<file path="src/rtl/mux_2_1_arbiter_pkg.sv">
// mux_2_1_arbiter_pkg: shared state encodings, requester ids and select constants
package mux_2_1_arbiter_pkg;

   typedef enum logic [1:0] {
      IDLE = 2'd0,
      GNT1 = 2'd1,
      GNT2 = 2'd2
   } state_t;

   typedef enum logic {
      REQ1 = 1'b0,
      REQ2 = 1'b1
   } req_id_t;

   localparam logic SEL_IN1 = 1'b1;
   localparam logic SEL_IN2 = 1'b0;

endpackage

</file>
<file path="src/rtl/mux_2_1.sv">
// mux_2_1: single-bit 2:1 mux, sel high routes in_1
module mux_2_1
   import mux_2_1_arbiter_pkg::*;
(
   input  logic in_1,
   input  logic in_2,
   input  logic sel,
   output logic out
);

   assign out = (sel == SEL_IN1) ? in_1 : in_2;

endmodule

</file>
<file path="src/rtl/mux_2_1_arbiter.sv">
// mux_2_1_arbiter: round-robin arbiter with bounded tenure driving the 2:1 mux select
module mux_2_1_arbiter
   import mux_2_1_arbiter_pkg::*;
#(
   parameter int MAX_HOLD = 8,
   parameter int CNT_W    = 4
)
(
   input  logic sys_clk,
   input  logic sys_rst,
   input  logic req_1,
   input  logic req_2,
   input  logic in_1,
   input  logic in_2,
   output logic gnt_1,
   output logic gnt_2,
   output logic sel,
   output logic out,
   output logic out_vld
);

   localparam logic [CNT_W-1:0] HOLD_MAX = CNT_W'(MAX_HOLD - 1);

   state_t           state;
   state_t           state_nxt;
   req_id_t          last;
   logic [CNT_W-1:0] hold_cnt;
   logic             hold_done;
   logic             mux_out;
   logic             granted;

   assign hold_done = (hold_cnt == HOLD_MAX);
   assign granted   = gnt_1 | gnt_2;

   mux_2_1 mux_2_1_inst (
      .in_1 (in_1),
      .in_2 (in_2),
      .sel  (sel),
      .out  (mux_out)
   );

   // state, tenure counter and last-granted requester
   always_ff @(posedge sys_clk or posedge sys_rst) begin
      if (sys_rst) begin
         state    <= IDLE;
         hold_cnt <= '0;
         last     <= REQ2;
      end else begin
         state    <= state_nxt;
         hold_cnt <= (state_nxt != state) ? '0 :
                     (state != IDLE && !hold_done) ? hold_cnt + 1'b1 : hold_cnt;
         last     <= (state_nxt == GNT1 && state != GNT1) ? REQ1 :
                     (state_nxt == GNT2 && state != GNT2) ? REQ2 : last;
      end
   end

   // a holder keeps the grant unless it drops or its tenure expires with the other side waiting
   always_comb begin
      state_nxt = IDLE;
      case (state)
         IDLE:    state_nxt = (req_1 && req_2) ? ((last == REQ1) ? GNT2 : GNT1) :
                              req_1 ? GNT1 : req_2 ? GNT2 : IDLE;
         GNT1:    state_nxt = (req_1 && !(req_2 && hold_done)) ? GNT1 : req_2 ? GNT2 : IDLE;
         GNT2:    state_nxt = (req_2 && !(req_1 && hold_done)) ? GNT2 : req_1 ? GNT1 : IDLE;
         default: state_nxt = IDLE;
      endcase
   end

   // grants and mux select decode straight from the state register
   always_comb begin
      gnt_1 = (state == GNT1);
      gnt_2 = (state == GNT2);
      sel   = gnt_1 ? SEL_IN1 : SEL_IN2;
   end

   // register the routed bit, forced to 0 while nothing is granted
   always_ff @(posedge sys_clk or posedge sys_rst) begin
      if (sys_rst) begin
         out     <= 1'b0;
         out_vld <= 1'b0;
      end else begin
         out     <= granted & mux_out;
         out_vld <= granted;
      end
   end

endmodule

</file>
<file path="config.mk">
export PLATFORM = sky130hd
export DESIGN_NAME = mux_2_1_arbiter
export DESIGN_NICKNAME = d
export VERILOG_FILES = /design/src/rtl/mux_2_1_arbiter_pkg.sv /design/src/rtl/mux_2_1.sv /design/src/rtl/mux_2_1_arbiter.sv
export SDC_FILE = /design/constraint.sdc
export NUM_CORES = 1
export LEC_CHECK = 0
export CORE_ASPECT_RATIO = 1.25
export CORE_MARGIN = 2
export CORE_UTILIZATION = 32
export CTS_CLUSTER_DIAMETER = 150
export DETAILED_ROUTE_END_ITERATION = 12
export PLACE_DENSITY_LB_ADDON = 0.15
export SYNTH_ARGS = -nofsm -noshare
export SYNTH_HDL_FRONTEND = slang
export SYNTH_HIERARCHICAL = 1
export SYNTH_SLANG_ARGS = --single-unit
</file>
<file path="constraint.sdc">
create_clock -name sys_clk -period 2.1 [get_ports sys_clk]
set_input_delay 0.525 -clock sys_clk [delete_from_list [all_inputs] [get_ports sys_clk]]
set_output_delay 0.525 -clock sys_clk [all_outputs]
set_load 0.05 [all_outputs]
</file>
==> impl_metrics.tcl <==
set metrics [dict create \
    status "finished, final reports clean" \
    max_freq_ghz 0.511 \
    initial_core_util 0.338 \
    timing.final.crit_share 0.931 \
    drv_cap 0 \
    rsz0062_at_grt "false" \
    cts_tree "built" \
    grt_first_pass_wirelength_um 2560 \
    r2r_cells 7 \
    whs_endpoint "last$_DFFE_PP1P_" \
    setup_viol 0 \
    drt_iter0_drc 8 \
    yosysTopAreaCell "dfrtp_1" \
    drc_errors 0 \
    ys_seq_area_frac 0.338 \
    post-route-min-period_ps 1960 \
    synth_adder_area_share 0.0933 \
    nets 102 \
    ff_latch_area_um2 226 \
    p_leak_uw 0.000399 \
    antenna_found_initial 0 \
    required_ps 2230 \
    drv_slew 0 \
    grt_max_degree 10 \
    yosys.area.top_type_share 0.299 \
    io_pins 11 \
    fillers 197 \
    cts_setup_buffers 0 \
    r2r_slack_ps 140 \
    clk_pin_slew_ps 60 \
    cp_max_fo 5 \
    syn-num-nets 78 \
    clockBufferDepth 2 \
    muxShareOfSynthArea 0.0373 \
    core_um2 1980 \
    synth-xor-area-share 0.0131 \
    post-synth-top-count-cell "dfrtp_1" \
    synth_area_leaders "dfrtp_1, ha_1, dfstp_2" \
    ys_top_cells_by_count "dfrtp_1, a21oi_1, ha_1" \
    grt_overflow_total 0 \
    setup-tns-final_ps 0 \
    cts_root_buffer "clkbuf_4" \
    gp_congestion 0.833 \
    r2r-start "state[0]$_DFF_PP0_" \
    avgSynthCellArea_um2 10.0 \
    synthCells 67 \
    finalWirelength_um 1480 \
    ir_worst_vdd_mv 0.697 \
    grt.total_usage 0.147 \
    ys_ff_latch 9 \
    syn_area_um2 671 \
    setup.worst_path.class "reg2reg" \
    vias 589 \
    grt_pass1_vias 589 \
    rows 18 \
    io_buffers 10 \
    startpoint "state[0]$_DFF_PP0_" \
    hpwl_um 1170 \
    synth_edf_count 0 \
    routedWlPerCell_um 13.5 \
    synth_cell_types 35 \
    synth_top_family_by_area "simple AND/OR/NAND/NOR gates" \
    end_kind "flop" \
    hold_depth 1 \
    cts.sinks 9 \
    cts_hold_buf 0 \
    viasPerCell 5.35 \
    insertion_delay_ps 260 \
    powerDensity_nw_per_um2 1520 \
    ctsHtreeMaxLevel 1 \
    ant_nets 0 \
    async_reset_ff_frac 1.00 \
    min_from "last$_DFFE_PP1P_" \
    cts_buffers 3 \
    ctsResizeCount 0 \
    drt_first_pass_iters 4 \
    die_w_um 44.9 \
    synth_simple_gate_area_frac 0.269 \
    hold_violations 0 \
    fin_cells 110 \
    multiInputGateArea_um2 413 \
    cp-start-kind "flop" \
    skew_ps 6.02 \
    yosysWarningCount 6 \
    max_slew.worst_pin.slew_ps 498 \
    power_uw 1400 \
    reg2reg_to "hold_cnt[2]$_DFFE_PP0P_" \
    synth_compound_area_frac 0.200 \
    yosys_most_used_dff "dfrtp_1" \
    syn_to_final_growth_pct 36.9 \
    die-area_um2 2480 \
    drive_above_1_share 0.300 \
    placed_cells 106 \
    holdCritPathClass "reg2reg" \
    max-slew-margin-rel 0.667 \
    die_y_um 55.2 \
    crit_arrival_ps 2090 \
    insertedDiodeCount 0 \
]
[cells in the final DEF (no fill, tap or decap), types with 3 or more instances in the layout]
cell type,Yosys,final
a21oi_1,5,5
ha_1,5,4
buf_12,0,3
dfrtp_1,8,8
clkdlybuf4s50_1,0,7
clkbuf_4,0,3
buf_4,1,11
nand2b_1,4,4
nand2_1,4,4
inv_1,4,4
nor2_1,4,4
[power breakdown]
part / total [uW] / internal [uW] / leakage, uW / switching, uW
Sequential: 282 / 241 / 0.000116 / 41.1
Clock: 130 / 73.0 / 0.0000150 / 56.7
Combinational: 988 / 460 / 0.000268 / 529
Total: 1400 / 774 / 0.000399 / 626
[registers in the layout, indices dropped and copies added (netlist names)]
signal,count
hold_cnt,4
out,1
state,2
last,1
out_vld,1
[area by class of cell]
| class | instances | share of cell area |
|---|---|---|
| multi-input combinational | 52 | 0.450 |
| clock buffer | 4 | 0.0286 |
| sequential | 9 | 0.247 |
| tap | 20 | 0.0272 |
| inverter | 4 | 0.0163 |
| timing repair buffer | 21 | 0.232 |
[kinds of logic after synthesis]
| family | after synthesis |
|---|---|
| AO/OA/AOI/OAI | 16 |
| XOR/XNOR | 1 |
| adder cells (fa/ha/maj) | 5 |
| buffers and inverters | 6 |
| flip-flops | 9 |
| multiplexers | 2 |
| AND/OR/NAND/NOR | 28 |
[metrics by stage]
step / hold WS (ps) / cell area, um^2 / utilization / worst slack (ps)
after global placement: 513 / 892 / 0.450 / -73.8
final: 518 / 918 / 0.463 / 144
after floorplan: 352 / 673 / - / 33.7
after global routing: 539 / 918 / 0.463 / 12.1
after detailed placement: 515 / 892 / 0.450 / -111
after CTS: 522 / 918 / 0.463 / 64.1
[worst max-delay path, stage by stage, from the launching register on]
cell	delay (ps)
dfrtp_1	420
inv_1	110
ha_1	260
and2_1	230
o31ai_4	270
nor4_2	90
o311ai_2	360
nor3_2	90
[how the worst max path moves through the flow]
stage,end,depth (start not counted)
4_1_cts,hold_cnt[3]$_DFFE_PP0P_,7
3_5_place_dp,hold_cnt[3]$_DFFE_PP0P_,6
5_1_grt,last$_DFFE_PP1P_,7
6_report,hold_cnt[2]$_DFFE_PP0P_,7
2_1_floorplan,hold_cnt[2]$_DFFE_PP0P_,7
3_3_place_gp,hold_cnt[3]$_DFFE_PP0P_,6
[metal layers]
layer | routed length (um) | GRT usage | share of wire | vias to the layer above
li1 | - | - | - | 292
met1 | 597 | 0.161 | 0.40 | 281
met2 | 809 | 0.276 | 0.55 | 14
met3 | 66 | 0.0519 | 0.045 | 2
met4 | 7 | 0.0147 | 0.0047 | 0
met5 | 0 | 0 | 0 | -
Note: power is estimated with default switching activity, not from simulation.
